<file path="config.mk">
export PLATFORM = sky130hd
export DESIGN_NAME = mem_arbiter
export DESIGN_NICKNAME = d
export VERILOG_FILES = /design/src/rtl/mem_arbiter.sv
export SDC_FILE = /design/constraint.sdc
export NUM_CORES = 1
export LEC_CHECK = 0
export CORE_MARGIN = 1.5
export CORE_UTILIZATION = 37
export DETAILED_ROUTE_END_ITERATION = 8
export PLACE_DENSITY_LB_ADDON = 0.1
export SLEW_MARGIN = 20
export SYNTH_ARGS = -nofsm -noshare
export SYNTH_HDL_FRONTEND = slang
export SYNTH_SLANG_ARGS = --single-unit
</file>
<file path="constraint.sdc">
create_clock -name clk -period 1.6 [get_ports clk]
set_input_delay 0.32 -clock clk [delete_from_list [all_inputs] [get_ports clk]]
set_output_delay 0.32 -clock clk [all_outputs]
set_load 0.01 [all_outputs]
</file>
<file path="src/rtl/mem_arbiter.sv">
// mem_arbiter: two-port arbiter that puts the cpu (port 0) and a secondary
// master (port 1) onto the single 4K x 16 memory. It uses a req/ack handshake
// and lets port 0 hold a lock, so that a read-modify-write pair is never split
// by the other port.
// Optional build macro ARB_ROUND_ROBIN_EN: round-robin tie resolution.
// Without the macro, ties use fixed priority with port 0 winning.
module mem_arbiter (
  input  logic        clk,
  input  logic        rst,
  input  logic        req0,
  input  logic        req1,
  input  logic        we0,
  input  logic        we1,
  input  logic [11:0] addr0,
  input  logic [11:0] addr1,
  input  logic [15:0] wdata0,
  input  logic [15:0] wdata1,
  input  logic        lock0,
  output logic        ack0,
  output logic        ack1,
  output logic [15:0] rdata0,
  output logic [15:0] rdata1,
  output logic        gnt,
  output logic        busy,
  output logic [11:0] mem_addr,
  output logic [15:0] mem_dout,
  input  logic [15:0] mem_din,
  output logic        mem_rdwr,
  output logic        mem_en
);

  typedef enum logic [1:0] {S_IDLE, S_ACCESS, S_RESP, S_LOCKED} state_t;

  state_t      state_q, state_d;
  logic        gnt_q, gnt_d;
  logic        we_q, we_d;
  logic        ack0_q, ack0_d, ack1_q, ack1_d;
  logic        busy_q, busy_d;
  logic        mem_en_q, mem_en_d, mem_rdwr_q, mem_rdwr_d;
  logic [11:0] mem_addr_q, mem_addr_d;
  logic [15:0] mem_dout_q, mem_dout_d;
  logic [15:0] rdata0_q, rdata0_d, rdata1_q, rdata1_d;
  logic        take, take_port, p1_ok;
`ifdef ARB_ROUND_ROBIN_EN
  logic        rr_q, rr_d;   // port that wins the next tie
`endif

  // next-state, winner selection and registered-output values
  always_comb begin
    state_d    = state_q;
    gnt_d      = gnt_q;
    we_d       = we_q;
    ack0_d     = 1'b0;
    ack1_d     = 1'b0;
    mem_en_d   = 1'b0;
    mem_rdwr_d = 1'b0;
    mem_addr_d = mem_addr_q;
    mem_dout_d = mem_dout_q;
    rdata0_d   = rdata0_q;
    rdata1_d   = rdata1_q;
    take       = 1'b0;
    take_port  = 1'b0;
`ifdef ARB_ROUND_ROBIN_EN
    rr_d       = rr_q;
    p1_ok      = 1'b1;
`else
    // Fixed priority: port 1 may follow a port-0 access only when req0 is low.
    p1_ok      = !req0;
`endif
    case (state_q)
      S_IDLE: begin
        if (req0 || req1) begin
          take = 1'b1;
`ifdef ARB_ROUND_ROBIN_EN
          take_port = (req0 && req1) ? rr_q : req1;
`else
          take_port = !req0;
`endif
        end
      end
      S_ACCESS: begin
        state_d = S_RESP;
        ack0_d  = !gnt_q;
        ack1_d  = gnt_q;
      end
      S_RESP: begin
        if (!we_q) begin
          if (gnt_q) rdata1_d = mem_din;
          else       rdata0_d = mem_din;
        end
`ifdef ARB_ROUND_ROBIN_EN
        rr_d = !gnt_q;
`endif
        // The acked port still holds its old request here, so only the other port is eligible.
        if (!gnt_q && lock0)                begin state_d = S_LOCKED; end
        else if (gnt_q && req0)             begin take = 1'b1; take_port = 1'b0; end
        else if (!gnt_q && req1 && p1_ok)   begin take = 1'b1; take_port = 1'b1; end
        else                                begin state_d = S_IDLE; end
      end
      S_LOCKED: begin
        if (req0)        begin take = 1'b1; take_port = 1'b0; end
        else if (!lock0) begin state_d = S_IDLE; end
      end
      default: state_d = S_IDLE;
    endcase
    if (take) begin
      state_d    = S_ACCESS;
      gnt_d      = take_port;
      we_d       = take_port ? we1 : we0;
      mem_en_d   = 1'b1;
      mem_rdwr_d = take_port ? we1 : we0;
      mem_addr_d = take_port ? addr1 : addr0;
      mem_dout_d = take_port ? wdata1 : wdata0;
    end
    busy_d = (state_d != S_IDLE);
  end

  // state and output registers; a synchronous reset aborts any access in flight
  always_ff @(posedge clk) begin
    if (!rst) begin
      state_q    <= S_IDLE;
      gnt_q      <= 1'b0;
      we_q       <= 1'b0;
      ack0_q     <= 1'b0;
      ack1_q     <= 1'b0;
      busy_q     <= 1'b0;
      mem_en_q   <= 1'b0;
      mem_rdwr_q <= 1'b0;
      mem_addr_q <= '0;
      mem_dout_q <= '0;
      rdata0_q   <= '0;
      rdata1_q   <= '0;
`ifdef ARB_ROUND_ROBIN_EN
      rr_q       <= 1'b0;
`endif
    end else begin
      state_q    <= state_d;
      gnt_q      <= gnt_d;
      we_q       <= we_d;
      ack0_q     <= ack0_d;
      ack1_q     <= ack1_d;
      busy_q     <= busy_d;
      mem_en_q   <= mem_en_d;
      mem_rdwr_q <= mem_rdwr_d;
      mem_addr_q <= mem_addr_d;
      mem_dout_q <= mem_dout_d;
      rdata0_q   <= rdata0_d;
      rdata1_q   <= rdata1_d;
`ifdef ARB_ROUND_ROBIN_EN
      rr_q       <= rr_d;
`endif
    end
  end

  assign ack0     = ack0_q;
  assign ack1     = ack1_q;
  assign gnt      = gnt_q;
  assign busy     = busy_q;
  assign mem_en   = mem_en_q;
  assign mem_rdwr = mem_rdwr_q;
  assign mem_addr = mem_addr_q;
  assign mem_dout = mem_dout_q;
  // Memory dataout is already a flop. During a read ack it is forwarded
  // directly; at all other times the last read value is held in rdata*_q.
  assign rdata0   = (ack0_q && !we_q) ? mem_din : rdata0_q;
  assign rdata1   = (ack1_q && !we_q) ? mem_din : rdata1_q;

endmodule

</file>
* Yosys cells after proc, flatten, opt, wreduce, memory -nomap -nowiden
Cells that the tools add are included. W data, S select, Z words.
Operators by class: multipliers 0, reductions and logical operators 16, bitwise logic cells 2, eq/ne operators 3, shift operators 0, divide/modulo/power cells 0, add/subtract/negate cells 0, muxes and demuxes 23, order comparisons 0
Operator list (number):
- $mux W16 | 3
- $mux W12 | 1
- $mux W2 | 6
- $mux W1 | 10
- $logic_and A1 B1 Y1 | 6
- $pmux W2 S3 | 1
- $reduce_and A3 Y1 | 2
- $eq A2 B2 Y1 const B | 2
- $reduce_and A2 Y1 | 2
- $logic_not A1 Y1 | 3
- $pmux W1 S3 | 1
- $eq A2 B1 Y1 const B | 1
- $logic_not A2 Y1 | 1
- $not A1 Y1 | 2
- $pmux W1 S2 | 1
- $reduce_bool A2 Y1 | 1
- $logic_or A1 B1 Y1 | 1
Storage, ports and cells: register bits 69, memories kept 0, bits in latches 0, bits in read-only memories 0, output and inout bits 66, RAM bits 0

* Depth between registers and ports, before layout
depth after elaboration 9, depth in mapped cells 7, mapped depth without buffers 4

* Least setup slack after synthesis
Ideal clock, no wire load.
path kind reg2out, start reg we_q, end out rdata1[10], path slack -113 ps, path buffers 2, stages on the path, launching flop included 5, data arrival time 1393 ps, cells stage by stage dfxtp_1 nand2b_1 clkbuf_1 buf_2 mux2_2
Between the ends: cells in the longest elaborated chain, start to end 3
RTL lines:
- start: declaration | RTL line 36 | logic we_q, we_d;
- start signal: assignment | RTL line 139 | we_q <= we_d;
- $logic_not A1 Y1 | RTL line 166 | assign rdata1 = (ack1_q && !we_q) ? mem_din : rdata1_q;
- $logic_and A1 B1 Y1 | RTL line 166
- $mux W16 | RTL line 166
- end: declaration | RTL line 22 | output logic [15:0] rdata1,
Every way passes these cells.

* Worst setup path after layout
start reg we_q, end out rdata1[3]
The elaborated chain is that of the path after synthesis.

==> impl_metrics.yaml <==
pwr:
  power_leakage_nw: 2.25
  power_density_mw_per_mm2: 818
  max-vdd-ir-drop_mv: 0.481
worst_hold_path:
  min_path_cells: 2
  hold_path.class: "reg -> reg"
  holdPathEnd: "rdata0_q[5]$_SDFFE_PN0P_"
  hold_start: "rdata0_q[5]$_SDFFE_PN0P_"
finish:
  nets: 632
  mostFrequentLayoutCells: "nand2_1, clkdlybuf4s50_1, dfxtp_1"
  diodes: 0
  syn2layout_area_growth_pct: 73.7
  final_common_cell: "nand2_1"
  fin_area_sq_mm: 0.00542
  drive_gt1_share_pct: 25.1
yosys:
  avgSynthCellArea_sq_um: 8.21
  synth-edff-count: 0
  syn-num-nets: 459
  synthFlopType: "dfxtp_1"
  synth-seq-cells: 69
  ys_types: 33
  syn_area_sq_mm: 0.00312
  async_flop_share_pct: 0
  yosysSeqAreaShare_pct: 44.3
  ys_warn_count: 0
  syn_inst: 380
critical_path:
  reg2reg_depth: 7
  crit_chain: "nand2b_4, buf_12, mux2_4, buf_6"
  slowest_stage: "dfxtp_4"
  critPathCaptureType: "primary output"
  crit_family: "flip-flops"
  start_kind: "flop"
  critPathBufInv: 2
  crit_path_max_fanout: 8
  rr_endpoint: "mem_rdwr$_SDFF_PN0_"
  max_stage_delay_ps: 380
  crit_cells: 4
  critical_path_class: "reg -> out"
  reg2reg_slack_ps: 100
  cp.arrival_ps: 1470
  cp_data_required_time_ps: 1280
  timing.rr.start: "state_q[1]$_SDFF_PN0_"
routing:
  first_iter_violations: 89
  drtPass1Iterations: 4
  final_antenna_net_count: 0
  drc_errors: 0
  vias_per_cell: 4.91
  vias: 3254
  wl_um: 9340
  wl_per_cell_um: 14.1
clock_network:
  cts_tree: "done"
  insertion_delay_ps: 330
  path_clk_slew_ps: 70
  htreeDepth: 3
  cts.sinks: 69
  cts_root_buf: "clkbuf_8"
  clock_path_buffers: 2
  cts_buffers: 9
sta:
  finalClockSkew_ps: 5.51
  maxSlewViolCount: 0
  setup_violations: 32
  max_slew_margin_pct: 78.8
  rsz0062_at_grt: "true"
  finalHoldViolations: 0
  worst_pin_slew_ps: 318
  fin_tns_setup_ps: -5380
  fin_ws_ps: -186
  finalCritPeriodShare_pct: 112
  fmax_mhz: 560
  period_minus_slack_ps: 1790
place:
  placed_cell_area_sq_mm: 0.00491
  io_buffers: 144
  dp_hpwl_um: 6190
  place.gp.congestion: 0.785
  pre_cts_ws_ps: -338
global_routing:
  grt.overflow.total: 0
  grt_pass1_wl_um: 14100
  grt_antenna_before_repair: 0
  grt_pass1_vias: 3146
  gr-usage-all-layers_pct: 20.0
  grt_max_degree: 38
floorplanning:
  die_y_um: 94.8
  fp-row-count: 33
  die_w_um: 94.8
  core_sq_mm: 0.00818
  pin_count: 145
  die-area_sq_mm: 0.00899
  start_util_pct: 38.2
run:
  maxCapViolations: 0
outcome:
  status: "finished, violations left"
  violations: "negative setup slack"
==> how the worst max path moves through the flow <==
stage               slack [ps]              start                        to
floorplan                   10   gnt$_SDFFE_PN0P_  mem_addr[0]$_SDFFE_PN0P_
global placement          -300        mem_din[14]                rdata0[14]
detailed placement        -340              lock0  mem_addr[2]$_SDFFE_PN0P_
CTS                       -240  we_q$_SDFFE_PN0P_                rdata0[15]
global route              -240  we_q$_SDFFE_PN0P_                 rdata1[3]
finish                    -190  we_q$_SDFFE_PN0P_                 rdata1[3]
==> flip-flops by register name (all words and copies together) (netlist names), 2 cells and up <==
register and count:
rdata0_q 16, state_q 2, rdata1_q 16, mem_dout 16, mem_addr 12
==> final cells by class <==
cell class	count	area, sq um
sequential	69	1390
multi-input combinational	279	1710
clock inverter	4	47.5
tap	105	131
inverter	3	11.3
clock buffer	12	145
timing repair buffer	191	1980
fill	681	2760
==> repair_timing <==
item	CTS	global route
hold buffers	0	0
pin swaps	0	1
endpoints found under the setup margin	35	59
gates cloned	2	2
buffers inserted	2	3
resized for setup	205	10
==> metrics by stage <==
| step | util, % | std cells | hold WS [ps] | total power (W) |
|---|---|---|---|---|
| after floorplan | - | 380 | 433 | 0.00234 |
| after global placement | 60.1 | 640 | 439 | 0.00295 |
| final | 66.3 | 663 | 454 | 0.00443 |
| after detailed placement | 60.1 | 640 | 445 | 0.00296 |
| after global routing | 66.3 | 663 | 474 | 0.00463 |
| after CTS | 65.5 | 660 | 456 | 0.00441 |
==> cells in the mapped netlist, types with 2 or more instances <==
master    count  area share (%)
a21oi_1      35             5.6
nand2b_1      4            0.80
dfxtp_1      69              44
o21ai_1      11             1.8
o21ai_0      18             2.9
buf_6         5             1.8
a31oi_1      28             5.6
clkbuf_1     14             1.7
o22ai_1       2            0.40
inv_1         2            0.24
mux2_2       32              12
nor2b_1       4            0.80
nor2_1        6            0.72
buf_2         9             1.4
nand2_1     123              15
==> report_power, final <==
group	total, W	internal [W]	leakage [nW]	switching (W)
Clock	0.00139	0.000759	0.0964	0.000630
Combinational	0.00114	0.000677	1.58	0.000460
Sequential	0.00190	0.00184	0.567	0.0000667
==> layer usage <==
layer  vias up  routed length (um)  track usage, %
li1       1638                   -               -
met1      1502                3850            21.9
met5         -                   0               0
met3        11                 642            6.04
met2       103                4730            36.8
met4         0                 110            5.97
==> cells by family (layout without fill, tap and decap cells) <==
kind of cell           count (synthesis)  after routing  synth area share (%)
AND/OR/NAND/NOR                      146            146                  19.4
flip-flops                            69             69                  44.3
AO/OA/AOI/OAI                        100            100                  18.9
buffers and inverters                 32            210                  5.54
multiplexers                          33             33                  11.9
==> worst register-to-register path: cells and delay by family (launching register included) <==
family,cells,cell delay (ps)
compound gates,2,300
buf+inv,3,450
flops,1,360
simple gates,2,280
(Power assumes the default switching activity.)
